$ cat src/rtl/cpu_pkg.sv
// cpu_pkg: shared op codes, register selects, flag bit positions and the
// output-stage state type for the CPU execute stage.
package cpu_pkg;

    localparam int OP_W      = 4;
    localparam int REG_SEL_W = 3;

    localparam int FLAG_Z = 7;
    localparam int FLAG_N = 6;
    localparam int FLAG_H = 5;
    localparam int FLAG_C = 4;

    typedef enum logic [OP_W-1:0] {
        ALU_ADD = 4'd0,
        ALU_ADC = 4'd1,
        ALU_SUB = 4'd2,
        ALU_SBC = 4'd3,
        ALU_AND = 4'd4,
        ALU_XOR = 4'd5,
        ALU_OR  = 4'd6,
        ALU_CP  = 4'd7,
        ALU_INC = 4'd8,
        ALU_DEC = 4'd9,
        ALU_RLC = 4'd10,
        ALU_RRC = 4'd11,
        ALU_RL  = 4'd12,
        ALU_RR  = 4'd13,
        ALU_CPL = 4'd14,
        ALU_DAA = 4'd15
    } alu_op_e;

    typedef enum logic [REG_SEL_W-1:0] {
        REG_B   = 3'd0,
        REG_C   = 3'd1,
        REG_D   = 3'd2,
        REG_E   = 3'd3,
        REG_H   = 3'd4,
        REG_L   = 3'd5,
        REG_HLM = 3'd6,
        REG_A   = 3'd7
    } reg_sel_e;

    typedef enum logic {
        OUT_EMPTY = 1'b0,
        OUT_FULL  = 1'b1
    } out_state_e;

endpackage

$ cat src/rtl/cpu_alu_core.sv
// cpu_alu_core: purely combinational SM83 8-bit ALU (op, operands, F in -> result, F out).
// Op 15 performs DAA only when CPU_ALU_DAA_EN is defined; otherwise it is a NOP.
module cpu_alu_core
    import cpu_pkg::*;
(
    input  alu_op_e    op_i,
    input  logic [7:0] a_i,
    input  logic [7:0] b_i,
    input  logic [7:4] flags_i,
    output logic [7:0] result_o,
    output logic [7:4] flags_o,
    output logic       wr_allowed_o
);

    logic [8:0] sum9;
    logic [4:0] nib5;
    logic       cin;
    logic       keepZ;
    logic       n;
    logic       h;
    logic       c;
`ifdef CPU_ALU_DAA_EN
    logic [7:0] daaCorr;
`endif

    always_comb begin
        result_o     = a_i;
        wr_allowed_o = 1'b1;
        keepZ        = 1'b0;
        n            = flags_i[FLAG_N];
        h            = flags_i[FLAG_H];
        c            = flags_i[FLAG_C];
        cin          = 1'b0;
        sum9         = '0;
        nib5         = '0;
`ifdef CPU_ALU_DAA_EN
        daaCorr      = '0;
`endif
        // 9-bit and 5-bit widened sums expose carry/borrow out of bit 7 and bit 3.
        unique case (op_i)
            ALU_ADD, ALU_ADC: begin
                cin      = (op_i == ALU_ADC) & flags_i[FLAG_C];
                sum9     = {1'b0, a_i} + {1'b0, b_i} + {8'h00, cin};
                nib5     = {1'b0, a_i[3:0]} + {1'b0, b_i[3:0]} + {4'h0, cin};
                result_o = sum9[7:0];
                n        = 1'b0;
                h        = nib5[4];
                c        = sum9[8];
            end
            ALU_SUB, ALU_SBC, ALU_CP: begin
                cin          = (op_i == ALU_SBC) & flags_i[FLAG_C];
                sum9         = {1'b0, a_i} - {1'b0, b_i} - {8'h00, cin};
                nib5         = {1'b0, a_i[3:0]} - {1'b0, b_i[3:0]} - {4'h0, cin};
                result_o     = sum9[7:0];
                n            = 1'b1;
                h            = nib5[4];
                c            = sum9[8];
                wr_allowed_o = (op_i != ALU_CP);
            end
            ALU_AND: begin
                result_o = a_i & b_i;
                n        = 1'b0;
                h        = 1'b1;
                c        = 1'b0;
            end
            ALU_XOR, ALU_OR: begin
                result_o = (op_i == ALU_XOR) ? (a_i ^ b_i) : (a_i | b_i);
                n        = 1'b0;
                h        = 1'b0;
                c        = 1'b0;
            end
            ALU_INC: begin
                nib5     = {1'b0, a_i[3:0]} + 5'd1;
                result_o = a_i + 8'd1;
                n        = 1'b0;
                h        = nib5[4];
            end
            ALU_DEC: begin
                nib5     = {1'b0, a_i[3:0]} - 5'd1;
                result_o = a_i - 8'd1;
                n        = 1'b1;
                h        = nib5[4];
            end
            ALU_RLC: begin
                result_o = {a_i[6:0], a_i[7]};
                n        = 1'b0;
                h        = 1'b0;
                c        = a_i[7];
            end
            ALU_RRC: begin
                result_o = {a_i[0], a_i[7:1]};
                n        = 1'b0;
                h        = 1'b0;
                c        = a_i[0];
            end
            ALU_RL: begin
                result_o = {a_i[6:0], flags_i[FLAG_C]};
                n        = 1'b0;
                h        = 1'b0;
                c        = a_i[7];
            end
            ALU_RR: begin
                result_o = {flags_i[FLAG_C], a_i[7:1]};
                n        = 1'b0;
                h        = 1'b0;
                c        = a_i[0];
            end
            ALU_CPL: begin
                result_o = ~a_i;
                n        = 1'b1;
                h        = 1'b1;
                keepZ    = 1'b1;
            end
            ALU_DAA: begin
`ifdef CPU_ALU_DAA_EN
                // Corrections are chosen from the original A, N, H and C.
                if (!flags_i[FLAG_N]) begin
                    if (flags_i[FLAG_C] || (a_i > 8'h99)) begin
                        daaCorr[7:4] = 4'h6;
                        c            = 1'b1;
                    end
                    if (flags_i[FLAG_H] || (a_i[3:0] > 4'h9)) begin
                        daaCorr[3:0] = 4'h6;
                    end
                    result_o = a_i + daaCorr;
                end else begin
                    if (flags_i[FLAG_C]) begin
                        daaCorr[7:4] = 4'h6;
                    end
                    if (flags_i[FLAG_H]) begin
                        daaCorr[3:0] = 4'h6;
                    end
                    result_o = a_i - daaCorr;
                end
                h = 1'b0;
`else
                keepZ = 1'b1;
`endif
            end
        endcase

        flags_o[FLAG_Z] = keepZ ? flags_i[FLAG_Z] : (result_o == 8'h00);
        flags_o[FLAG_N] = n;
        flags_o[FLAG_H] = h;
        flags_o[FLAG_C] = c;
    end

endmodule

$ cat src/rtl/cpu_alu_stage.sv
// cpu_alu_stage: ALU execute stage with a one-entry output register, stall handshake
// and the architectural F register. Define CPU_ALU_DAA_EN to enable DAA on op 15.
module cpu_alu_stage
    import cpu_pkg::*;
(
    input  logic                 i_clk,
    input  logic                 i_rst,
    input  logic                 i_valid,
    output logic                 o_ready,
    input  logic [OP_W-1:0]      i_op,
    input  logic [7:0]           i_op_a,
    input  logic [7:0]           i_op_b,
    input  logic [REG_SEL_W-1:0] i_dst,
    input  logic                 i_stall,
    output logic [REG_SEL_W-1:0] o_reg_wr_sel,
    output logic                 o_reg_wr_en,
    output logic [7:0]           o_reg_wr_data,
    input  logic                 i_f_wr_en,
    input  logic [7:0]           i_f_wr_data,
    output logic [7:0]           o_flags
);

    out_state_e state_q;
    reg_sel_e   wr_sel_q;
    logic [7:0] wr_data_q;
    logic       wr_allowed_q;
    logic [7:4] flags_q;

    alu_op_e    op;
    logic [7:0] result_d;
    logic [7:4] flags_d;
    logic       wr_allowed_d;
    logic       accept;
    logic       unusedFLow;

    assign op         = alu_op_e'(i_op);
    assign unusedFLow = ^i_f_wr_data[3:0];

    cpu_alu_core u_core (
        .op_i         (op),
        .a_i          (i_op_a),
        .b_i          (i_op_b),
        .flags_i      (flags_q),
        .result_o     (result_d),
        .flags_o      (flags_d),
        .wr_allowed_o (wr_allowed_d)
    );

    assign o_ready = (state_q == OUT_EMPTY) || !i_stall;
    assign accept  = i_valid && o_ready;

    // F is updated at accept so a back-to-back ADC/SBC sees the previous op's carry.
    always_ff @(posedge i_clk) begin
        if (!i_rst) begin
            state_q      <= OUT_EMPTY;
            wr_sel_q     <= REG_B;
            wr_data_q    <= '0;
            wr_allowed_q <= 1'b0;
            flags_q      <= '0;
        end else begin
            if (accept) begin
                state_q      <= OUT_FULL;
                wr_sel_q     <= reg_sel_e'(i_dst);
                wr_data_q    <= result_d;
                wr_allowed_q <= wr_allowed_d;
            end else if (!i_stall) begin
                state_q <= OUT_EMPTY;
            end

            if (i_f_wr_en) begin
                flags_q <= i_f_wr_data[7:4];
            end else if (accept) begin
                flags_q <= flags_d;
            end
        end
    end

    assign o_reg_wr_sel  = wr_sel_q;
    assign o_reg_wr_data = wr_data_q;
    assign o_reg_wr_en   = (state_q == OUT_FULL) && wr_allowed_q && !i_stall;
    assign o_flags       = {flags_q, 4'h0};

endmodule

$ cat config.mk
export PLATFORM = sky130hd
export DESIGN_NAME = cpu_alu_stage
export DESIGN_NICKNAME = d
export VERILOG_FILES = /design/src/rtl/cpu_pkg.sv /design/src/rtl/cpu_alu_core.sv /design/src/rtl/cpu_alu_stage.sv
export SDC_FILE = /design/constraint.sdc
export NUM_CORES = 1
export LEC_CHECK = 0
export ABC_AREA = 1
export BUFFER_PORTS_ARGS = -buffer_cell sky130_fd_sc_hd__buf_4
export CAP_MARGIN = 10
export CORE_UTILIZATION = 42
export DETAILED_ROUTE_END_ITERATION = 16
export GPL_ROUTABILITY_DRIVEN = 0
export SLEW_MARGIN = 15
export SYNTH_ARGS = -nofsm -noshare
export SYNTH_HDL_FRONTEND = slang
export SYNTH_SLANG_ARGS = --single-unit
$ cat constraint.sdc
create_clock -name i_clk -period 2.5 [get_ports i_clk]
set_input_delay 0.125 -clock i_clk [delete_from_list [all_inputs] [get_ports i_clk]]
set_output_delay 0.125 -clock i_clk [all_outputs]
set_load 0.05 [all_outputs]
==> results.cfg, run 1 <==
[run_status]
outcome = finished, final reports clean

[synthesis]
synth_area_leaders = nand2_1 20%, ha_1 15%, dfxtp_1 11%
yosysWarnings = 0
synthArstFlopShare_pct = 0
synth.distinct_cells = 43
synth_ff_type = dfxtp_1
syn_avg_cell_area_um2 = 5.75
ys_seq_area_share_pct = 11.2
netlist_instances = 528
synth_edf_count = 0
synth_commonest_cells = 162 x nand2_1, 74 x inv_1, 62 x nor2_1
yosys_register_bits = 17
syn-cell-area_mm2 = 0.00304
synth_top_area_share_pct = 20.0
synth_top_area_cell = nand2_1
synth_most_common_cell = nand2_1

[hold_path]
hold_path.class = in -> reg

[routing]
viasPerCell = 5.15
wirelength_um = 10300
drc = 0
vias = 3664
wire_per_inst_um = 14.4
drt_iter0_drc = 242
ant_nets = 0
first_pass_iters = 5

[timing]
tightestPinTransition_ps = 537
finalCritPeriodShare_pct = 96.9
setup-violations-final = 0
finalCriticalPeriod_ps = 2420
fmaxAchievable_mhz = 413
rsz0062_at_grt = true
holdWs_ps = 120
slew_headroom_pct = 64.1
setup_tns_ps = 0
hold_viol = 0
worst_clock_skew_ps = 1.24
final_max_slew_viol_count = 0

[clocking]
clkTransAtPathRegs_ps = 70
clk_latency_ps = 260
htree_levels = 1
clockBufferDepth = 2
cts-root-buf = clkbuf_8
numCtsBuffers = 3
cts.sinks = 17
cts_tree = built
holdBufCountCts = 0

[power]
vdd_ir_drop_max_mv = 0.187
power.density_mw_per_mm2 = 348
p_leak_nw = 2.16

[setup_path]
crit_end = flags_q[7]
reg2reg_setup_slack_ps = 80
cp-end-kind = flip-flop
rr_worst_depth = 15
critPathArrivalTime_ps = 2620
worstPathCellList = nand3_2, fa_2, ha_4, or2_4, nand3_2, nand3_2, nor2_1, nand2_1, nand2_1, nand2_1, nor2_1, nand2_1, nor2_2, nand3_2, a21oi_2
cp-startpoint = flags_q[4]
rr_startpoint = flags_q[4]
start_kind = flip-flop
slowest_delay_ps = 570
required_ps = 2700
rr_endpoint = flags_q[7]
crit_slowest_cell = fa_2
crit_fanout = 3
path_class = reg -> reg

[die]
start_util_pct = 44.2
num_rows = 30
die_w_um = 87.0
fp.dieH_um = 87.0
dieArea_mm2 = 0.00757
core-area_mm2 = 0.00687
ios = 57

[grt]
grtUsageTotal_pct = 28.3
antenna_found_initial = 0
first_global_vias = 3313
grt_pass1_wl_um = 16400
grt_max_degree = 21
grt-ovfl-total = 0

[placement]
post_dp_cell_area_mm2 = 0.00374
port_buffers = 48
dp_cells = 702
dp_hpwl_um = 8540

[final_layout]
finalInstanceArea_mm2 = 0.00389
utilization_pct = 56.6
final_cells = 712
antennaDiodeCount = 0
layout-drive-gt1-share_pct = 22.1
syn_to_final_growth_pct = 28.1
finalNetCount = 694

[run]
drv_cap = 0
-- power breakdown --
part           internal (mW)  leakage [nW]  total, mW  switching [mW]
logic                  0.324          1.99      0.834           0.510
clock network          0.111        0.0255      0.210          0.0991
registers              0.296         0.142      0.310          0.0137
total                  0.731          2.16       1.35           0.623
-- critical path: cells and delay by family (launching register included) --
family / cells / cell delay, ps
compound gates: 1 / 110
flops: 1 / 370
fa+ha+maj: 2 / 770
simple gates: 12 / 1110
-- state kept, by name, summed over array words and instances (netlist names) --
signal	flops
o_reg_wr_data	8
wr_allowed_q	1
flags_q	4
state_q	1
o_reg_wr_sel	3
-- cell type report --
| type | count | area (µm²) |
|---|---|---|
| clock buffers | 3 | 41.3 |
| clock inverters | 1 | 5.00 |
| fillers | 732 | 2980 |
| inverters | 82 | 308 |
| multi-input cells | 420 | 2370 |
| flip-flops and latches | 17 | 342 |
| well taps | 96 | 120 |
| repair buffers | 93 | 698 |
-- kinds of logic (layout without fill, tap and decap cells) --
kind of cell | Yosys count | after routing | synth area share, %
DFF | 17 | 17 | 11.2
AOI/OAI and AO/OA | 65 | 65 | 12.4
other | 1 | 4 | 0.124
xor gates and xnor gates | 3 | 3 | 0.866
adders and majority gates | 41 | 41 | 18.1
buffers and inverters | 94 | 179 | 12.8
and+or+nand+nor | 307 | 307 | 44.4
-- layout by cell type (no fill, tap or decap), types with 2 or more instances in the layout --
master,instances
nand4_1,10
nand2_1,160
nand3_2,5
ha_1,34
conb_1,4
o21ai_1,2
nand3_1,49
o21ai_0,20
dfxtp_1,16
nand2_2,5
nor2_1,62
nor2_4,4
inv_2,8
buf_4,93
a21oi_1,23
fa_2,4
clkbuf_8,3
clkinv_1,2
nand3b_1,4
nor3_1,2
a31oi_1,2
o22ai_1,3
o211ai_1,4
xor2_1,2
inv_1,72
nor2_2,2
-- per-stage QoR --
stage	power (mW)	setup slack [ps]
2_1_floorplan	0.819	16.6
5_1_grt	1.45	-131
3_3_place_gp	1.09	-120
4_1_cts	1.33	-0.540
3_5_place_dp	1.10	-158
6_report	1.35	78.6
-- how the worst min path moves through the flow --
stage,startpoint,to,slack [ps],cells past startpoint
after floorplan,i_rst,wr_allowed_q,260,2
after global placement,i_dst[1],o_reg_wr_sel[1],380,3
after detailed placement,i_dst[2],o_reg_wr_sel[2],390,3
after CTS,i_dst[2],o_reg_wr_sel[2],120,3
after global routing,i_dst[1],o_reg_wr_sel[1],130,3
final,i_dst[2],o_reg_wr_sel[2],120,3
-- routing by layer --
metal | part of all wire [%] | track usage (%) | up-vias | wire length [µm]
met5 | 0 | 0 | - | 0
met3 | 7.3 | 3.13 | 27 | 755
li1 | - | - | 1861 | -
met4 | 3.8 | 11.8 | 0 | 392
met2 | 44 | 46.0 | 167 | 4540
met1 | 45 | 38.0 | 1609 | 4590
-- repair_timing --
action                                  4_1_cts  5_1_grt
buffers inserted                              3        3
endpoints found under the hold margin         0        0
pin swaps                                     8       10
endpoints found under the setup margin        2        8
cloned                                        0        0
gates resized for setup                       7       10
Note: power is estimated with default switching activity, not from simulation.
==> inputs of run 2 (changes only) <==
==> constraint.sdc (replaced) <==
create_clock -name i_clk -period 2.5 [get_ports i_clk]
set_input_delay 0.5 -clock i_clk [delete_from_list [all_inputs] [get_ports i_clk]]
set_output_delay 0.5 -clock i_clk [all_outputs]
set_load 0.05 [all_outputs]
==> run 2 against run 1 <==
The run now ends with setup timing left. Clock-buffer cell count is 1 higher. Power is 3.3% higher. Utilization is 3.7 points higher. Wire length is 1.1% lower. Setup slack worse by 140 ps. Critical path type is now in -> reg.
==> results.cfg, run 2 (same netlist as run 1, synthesis figures left out) <==
[timing]
final_max_slew_viol_count = 0
slew_headroom_pct = 62.0
setup_tns_ps = -118
rsz0062_at_grt = true
hold_viol = 0
setup_slack_ps = -61.9
worst_clock_skew_ps = 7.26
finalCriticalPeriod_ps = 2560
fmaxAchievable_mhz = 390
holdWs_ps = 478
finalCritPeriodShare_pct = 102
setup-violations-final = 2
tightestPinTransition_ps = 568

[setup_path]
slowest_delay_ps = 560
path_class = in -> reg
start_kind = primary input
rr_startpoint = flags_q[4]
cp_num_buf_inv = 2
cp-end-kind = flip-flop
crit_slowest_cell = fa_2
critPathArrivalTime_ps = 2760
required_ps = 2700
reg2reg_setup_slack_ps = 60
crit_fanout = 4
worstPathCellList = buf_6, nor2_4, nand3_2, fa_2, buf_6, ha_4, or2_4, nand3_2, nand3_1, nor2_1, nand2_1, nand2_2, nand2_1, nor2_1, nand2_1, nor2_2, nand3_2, a21oi_2
rr_endpoint = flags_q[7]
crit_family = simple AND/OR/NAND/NOR gates
rr_worst_depth = 16

[die]
die_w_um = 87.0
dieArea_mm2 = 0.00757
fp.dieH_um = 87.0
core-area_mm2 = 0.00687
start_util_pct = 44.2
num_rows = 30
ios = 57

[grt]
antenna_found_initial = 0
grt-ovfl-total = 0
grtUsageTotal_pct = 27.4
grt_max_degree = 13
grt_pass1_wl_um = 16100
first_global_vias = 3390

[hold_path]
hold_path.class = reg -> reg
min_from = flags_q[5]
hold_depth = 2
whs_endpoint = flags_q[5]

[final_layout]
antennaDiodeCount = 0
nFillCells = 721
layout-drive-gt1-share_pct = 27.2
finalInstanceArea_mm2 = 0.00414
layout_common_cells = 152 x nand2_1, 109 x buf_4, 70 x inv_1
utilization_pct = 60.3
finalNetCount = 714
final_common_cell = nand2_1
syn_to_final_growth_pct = 36.5
seq_area_um2 = 342
multi_input_area_mm2 = 0.00246
largest_reg_flops = 8
final_cells = 732

[placement]
post_dp_cell_area_mm2 = 0.00396
port_buffers = 48
preCtsSetupSlack_ps = -476
dp_cells = 727
dp_hpwl_um = 8400

[routing]
first_pass_iters = 5
wire_per_inst_um = 13.9
drc = 0
ant_nets = 0
viasPerCell = 5.18
wirelength_um = 10200
drt_iter0_drc = 311
vias = 3792

[power]
vdd_ir_drop_max_mv = 0.158
finalPower_mw = 1.40
p_leak_nw = 2.26
power.density_mw_per_mm2 = 337

[run_status]
outcome = finished with violations
violations = setup timing

[clocking]
numCtsBuffers = 3
clockBufferDepth = 2
cts_tree = built
cts-root-buf = clkbuf_8
clk_latency_ps = 260
clkTransAtPathRegs_ps = 70
htree_levels = 1
holdBufCountCts = 0
cts.sinks = 17

[run]
drv_cap = 0
## run 2: cell types whose count changed in the layout (fill, tap and decap cells not counted), sizes merged
| cell | change |
|---|---|
| buf | +20 |
| clkbuf | +1 |
| clkinv | -1 |
## run 2: how the worst max path moves through the flow
stage | startpoint | end | slack, ps | cells past startpoint
after detailed placement | i_op[2] | flags_q[7] | -480 | 17
final | i_op[3] | flags_q[7] | -60 | 18
after global routing | i_op[3] | o_reg_wr_data[7] | -240 | 16
after CTS | i_op[3] | o_reg_wr_data[7] | -30 | 16
after global placement | i_op[2] | flags_q[7] | -430 | 17
after floorplan | i_op[1] | flags_q[7] | -180 | 18
## run 2: layout make-up
| type | instances | area share [%] |
|---|---|---|
| clock buffer | 4 | 1.09 |
| multi-input combinational | 420 | 59.4 |
| tap | 96 | 2.90 |
| sequential | 17 | 8.24 |
| timing repair buffer | 113 | 20.8 |
| inverter | 82 | 7.55 |
## run 2: worst reg2reg max path: cells and delay by family, from the launching register on
kind / cells / cell delay [ps]
AND/OR/NAND/NOR: 12 / 1060
adder cells (fa/ha/maj): 2 / 750
flip-flops: 1 / 370
AO/OA/AOI/OAI: 1 / 110
buffers and inverters: 1 / 100
## run 2: layer usage
layer  GRT usage (%)  routed length (µm)
met5               0                   0
met4            13.5                 365
met3            3.60                 694
met2            44.7                4700
met1            35.6                4410
## run 2: repair_timing
action | CTS | global route
pin swaps | 15 | 10
gates resized for setup | 12 | 25
buffers inserted | 1 | 1
setup endpoints to repair | 7 | 8
## run 2: report_power, final
| part | switching, mW | total, mW | leakage, nW | internal, mW |
|---|---|---|---|---|
| Sequential | 0.0134 | 0.309 | 0.142 | 0.296 |
| Clock | 0.0935 | 0.207 | 0.0228 | 0.113 |
| Combinational | 0.526 | 0.882 | 2.10 | 0.356 |
